File: src/rtl/conv_mac_engine.sv
// Sequential MAC convolution over a 2x2/3x3/5x5 window with shift-normalise, clamp and valid/ready output.
// Optional build macro: CONV_ABS_EN (fold negative sums to their magnitude before clamping).
module conv_mac_engine #(
  parameter int ACC_W = 24
) (
  input  logic         clk,
  input  logic         rst_n,
  input  logic         start,
  input  logic [199:0] matrix,
  input  logic [199:0] kernel,
  input  logic [1:0]   size,
  input  logic [3:0]   shift,
  output logic         next_matrix,
  output logic         busy,
  output logic         out_valid,
  input  logic         out_ready,
  output logic [7:0]   pixel_out,
  output logic         sat
);

  typedef enum logic [1:0] {IDLE, MAC, NORM, OUT} state_t;

  state_t                    state_reg;
  logic [199:0]              mat_reg;
  logic [199:0]              ker_reg;
  logic [2:0]                last_reg;
  logic [3:0]                shift_reg;
  logic signed [ACC_W-1:0]   acc_reg;
  logic [2:0]                row_reg;
  logic [2:0]                col_reg;
  logic                      illegal_reg;

  logic [7:0]                pix_arr  [25];
  logic signed [7:0]         coef_arr [25];
  logic [4:0]                idx;
  logic signed [16:0]        prod;
  logic signed [ACC_W-1:0]   acc_next;
  logic signed [ACC_W-1:0]   s_val;
  logic signed [ACC_W-1:0]   mag;
  logic [7:0]                norm_pix;
  logic                      norm_sat;

  genvar gi;
  generate
    for (gi = 0; gi < 25; gi++) begin : g_unpack
      assign pix_arr[gi]  = mat_reg[8*gi +: 8];
      assign coef_arr[gi] = ker_reg[8*gi +: 8];
    end
  endgenerate

  assign idx      = 5'(row_reg) * 5'd5 + 5'(col_reg);
  assign prod     = $signed({1'b0, pix_arr[idx]}) * coef_arr[idx];
  assign acc_next = acc_reg + {{(ACC_W-17){prod[16]}}, prod};
  assign s_val    = acc_reg >>> shift_reg;

  always_comb begin
    norm_pix = '0;
    norm_sat = 1'b0;
`ifdef CONV_ABS_EN
    mag = (s_val < 0) ? -s_val : s_val;
    if (mag > 255) begin
      norm_pix = 8'd255;
      norm_sat = 1'b1;
    end else begin
      norm_pix = mag[7:0];
    end
`else
    mag = s_val;
    if (s_val < 0) begin
      norm_sat = 1'b1;
    end else if (s_val > 255) begin
      norm_pix = 8'd255;
      norm_sat = 1'b1;
    end else begin
      norm_pix = s_val[7:0];
    end
`endif
  end

  always_ff @(posedge clk or negedge rst_n) begin
    if (!rst_n) begin
      state_reg   <= IDLE;
      mat_reg     <= '0;
      ker_reg     <= '0;
      last_reg    <= '0;
      shift_reg   <= '0;
      acc_reg     <= '0;
      row_reg     <= '0;
      col_reg     <= '0;
      illegal_reg <= 1'b0;
      next_matrix <= 1'b0;
      busy        <= 1'b0;
      out_valid   <= 1'b0;
      pixel_out   <= '0;
      sat         <= 1'b0;
    end else begin
      next_matrix <= 1'b0;
      case (state_reg)
        IDLE: begin
          if (start) begin
            mat_reg     <= matrix;
            ker_reg     <= kernel;
            shift_reg   <= shift;
            acc_reg     <= '0;
            row_reg     <= '0;
            col_reg     <= '0;
            next_matrix <= 1'b1;
            busy        <= 1'b1;
            last_reg    <= (size == 2'd0) ? 3'd1 : (size == 2'd1) ? 3'd2 : 3'd4;
            // Illegal size spends one extra NORM cycle so its latency stays at 3
            illegal_reg <= (size == 2'd2);
            state_reg   <= (size == 2'd2) ? NORM : MAC;
          end
        end
        MAC: begin
          acc_reg <= acc_next;
          if (col_reg == last_reg) begin
            col_reg <= '0;
            if (row_reg == last_reg) state_reg <= NORM;
            else                     row_reg   <= row_reg + 3'd1;
          end else begin
            col_reg <= col_reg + 3'd1;
          end
        end
        NORM: begin
          if (illegal_reg) begin
            illegal_reg <= 1'b0;
          end else begin
            pixel_out <= norm_pix;
            sat       <= norm_sat;
            out_valid <= 1'b1;
            state_reg <= OUT;
          end
        end
        OUT: begin
          if (out_ready) begin
            out_valid <= 1'b0;
            busy      <= 1'b0;
            state_reg <= IDLE;
          end
        end
        default: state_reg <= IDLE;
      endcase
    end
  end

endmodule

File: config.mk
export PLATFORM = sky130hd
export DESIGN_NAME = conv_mac_engine
export DESIGN_NICKNAME = d
export VERILOG_FILES = /design/src/rtl/conv_mac_engine.sv
export SDC_FILE = /design/constraint.sdc
export NUM_CORES = 1
export LEC_CHECK = 0
export ABC_CLOCK_PERIOD_IN_PS = 16600
export CORE_UTILIZATION = 58
export CTS_CLUSTER_DIAMETER = 120
export CTS_CLUSTER_SIZE = 8
export DETAILED_ROUTE_END_ITERATION = 7
export GPL_ROUTABILITY_DRIVEN = 0
export PLACE_DENSITY = 0.92
export SYNTH_ARGS = -nofsm -noshare
export SYNTH_HDL_FRONTEND = slang
export SYNTH_SLANG_ARGS = --single-unit
File: constraint.sdc
create_clock -name clk -period 16.6 [get_ports clk]
set_input_delay 1.66 -clock clk [delete_from_list [all_inputs] [get_ports clk]]
set_output_delay 1.66 -clock clk [all_outputs]
set_load 0.01 [all_outputs]
==> results.md <==
* Synth warnings at 0
* Yosys top cell area share at 0.462
* GRT Residual Overflow at 0
* Die area at 0.0430 sq mm
* Most used cell, CP: fa_1
* CORE AREA at 0.0412 sq mm
* Post-CTS Resized at 0
* Die Wd at 207 um
* Initial antenna violation count at 4
* Number of iterations in the first detailed-routing pass at 8
* Slowest cell on the critical path: buf_4
* Syn Inst Count at 2,610
* Layout cells sized above 1 at 0.0858
* Starting Density at 0.594
* CTS sink cnt at approximately 450
* Violated checks: DRC
* Drt total wl at 81,900 um
* CP Data Arrival Time at 10.76 ns
* Vias in the first global route at ~23,000
* CTS Buffer Depth at 3
* CTS clock-pin slew for the worst setup and hold paths at 0.05 ns
* Ys async rst share at 1.00
* Critical Path Source Type: flip-flop
* Clk_lat worst skew at 0.59 ns
* Synth top cells by count: 1,286 x nand2_1, 452 x dfrtp_1, 125 x mux4_2, 100 x clkbuf_1, 85 x nor2_1
* Avg Vias per Cell at 6.26
* Hold Vio Cnt, Final at 0
* Synth Register Bits at 452
* Clk_skew at 0.0279 ns
* Root Driver: clkbuf_16
* Slowest Stage Delay on Critical Path at ~0.84 ns
* Area Overhead vs Synth at 25.7%
* Worst Setup Path Type: flip-flop to flip-flop
* Clock H-tree levels at 3
* Syn nets at 3,138
* Setup_tns at 0 ns
* Ys flop type: dfrtp_1
* Die H at ~210 um
* Final Critical Period at 10.26 ns
* Post-synth EDFFs at 0
* Outcome: finished with violations
* Actual slew at the worst max-slew pin at 1.14 ns
* Final slew viol count at 0
* Tcrit/Tclk final at 0.618
* Max cap viols at 0
* Slew HR at 0.237
* Vias at 22,000
* Setup Fix Bufs, Post-CTS at 0
* Fmax at 97.5 MHz
* CP Capture Type: flip-flop
* Crit Path Max Fanout at 50
* Total CTS buffers at 66
* Post-route ant nets at 0
* DPL Wire Length at 54,600 um
* First-pass GRT wire length at 127,000 um
* Nets at approximately 3,500
* Count leader, synth: nand2_1
* Hold WC Path Type: flip-flop to flip-flop
* Setup WS pre-CTS at 6.41 ns
* CP required at 17.10 ns
* CTS tree: built
* Routed WL per cell at 23.3 um
* Num ports at 422
* Final Util at 0.746
* Setup violations, final at 0
* GR Util All Layers at 0.386
* Rows at 74
* Area leader, netlist: dfrtp_1
* Largest net degree at the start of global routing at ~180
* Cell area after synthesis at 0.0245 sq mm
* Distinct cells, synth at ~60
* Sequential area share after synthesis at 0.462
* Port Buffer Count at 421
* Final routed DRC violation total at 1
* Mapped Avg Cell Area at between 9 and 10 sq um
* Unrepaired setup endpoints after global routing: no
* Post-CTS Hold Fix Bufs at 0
* Synth area leaders: dfrtp_1 46%, nand2_1 20%, mux4_2 12%, ha_1 4.0%, fa_1 3.2%
* Final WS setup at 6.34 ns
* DR iter-0 viols at 2,861
logic make-up (layout without fill, tap and decap cells):
logic type / Yosys count / after routing / synth area share
compound gates: 170 / 170 / 0.0432
xor+xnor: 35 / 35 / 0.0136
fa+ha+maj: 118 / 118 / 0.0723
buf+inv: 217 / 590 / 0.0375
flops: 452 / 452 / 0.462
mux: 177 / 177 / 0.142
other cells: 0 / 4 / 0
simple gates: 1441 / 1441 / 0.229
cells in the final DEF, fill, tap and decap left out, types with 6 or more instances in the layout:
cell type / count
or2_1: 12
nand2b_1: 8
nor2_1: 85
o21ai_0: 51
clkdlybuf4s50_1: 420
nand3_1: 8
a21o_1: 17
inv_1: 76
dfrtp_1: 452
a21oi_1: 44
mux4_2: 125
mux2i_4: 9
xnor2_1: 23
a211oi_1: 6
and3_1: 6
nand2_1: 1285
mux2i_1: 31
nor2b_1: 10
a22o_1: 6
clkbuf_16: 69
fa_1: 38
ha_1: 77
and2_1: 6
xor2_1: 10
mux2i_2: 6
o31ai_1: 12
buf_4: 16
final timing paths:
path,endpoint,slack [ns],start,depth (start not counted)
max reg2reg,acc_reg[23],6.34,row_reg[0],29
min reg2reg,ker_reg[189],0.47,ker_reg[189],2
max,acc_reg[23],6.34,row_reg[0],29
min in group asynchronous,ker_reg[12],1.14,rst_n,1
min,ker_reg[189],0.47,ker_reg[189],2
max in group asynchronous,mat_reg[162],12.35,rst_n,4
metal layers:
| layer | up-vias | share of wire | wire, um | global-route usage |
|---|---|---|---|---|
| met2 | 1697 | 0.48 | 39200 | 0.621 |
| met4 | 0 | 0.090 | 7400 | 0.312 |
| met1 | 10600 | 0.33 | 27000 | 0.441 |
| met5 | - | 0 | 0 | 0 |
| li1 | 9212 | - | - | - |
| met3 | 486 | 0.10 | 8320 | 0.0971 |
worst max-delay path, delay by kind of cell (launching register included):
kind                       cells  cell delay, ns
AOI/OAI and AO/OA              9            1.56
xor gates and xnor gates       1            0.65
adders and majority gates      7            3.37
buffers and inverters          4            1.66
DFF                            1            0.48
muxes                          3            1.27
and+or+nand+nor                5            1.12
metrics by stage:
step / instance area, sq um / hold slack [ns] / cells
5_1_grt: 30800 / 0.488 / 3519
3_3_place_gp: 28900 / 0.452 / 3441
3_5_place_dp: 28900 / 0.459 / 3441
4_1_cts: 30700 / 0.472 / 3515
6_report: 30800 / 0.471 / 3519
2_1_floorplan: 24500 / 0.440 / 2610
area by class of cell:
type	instances	area [sq um]
clock buffers	69	1730
multi-input cells	1941	12300
fillers	2346	10500
well taps	532	666
diodes	4	10.0
repair buffers	438	4360
clock inverters	5	91.3
inverters	78	300
flip-flops and latches	452	11300
Power is not shown: default switching activity piles up to over one toggle a cycle in this logic, so the estimate is an artifact.
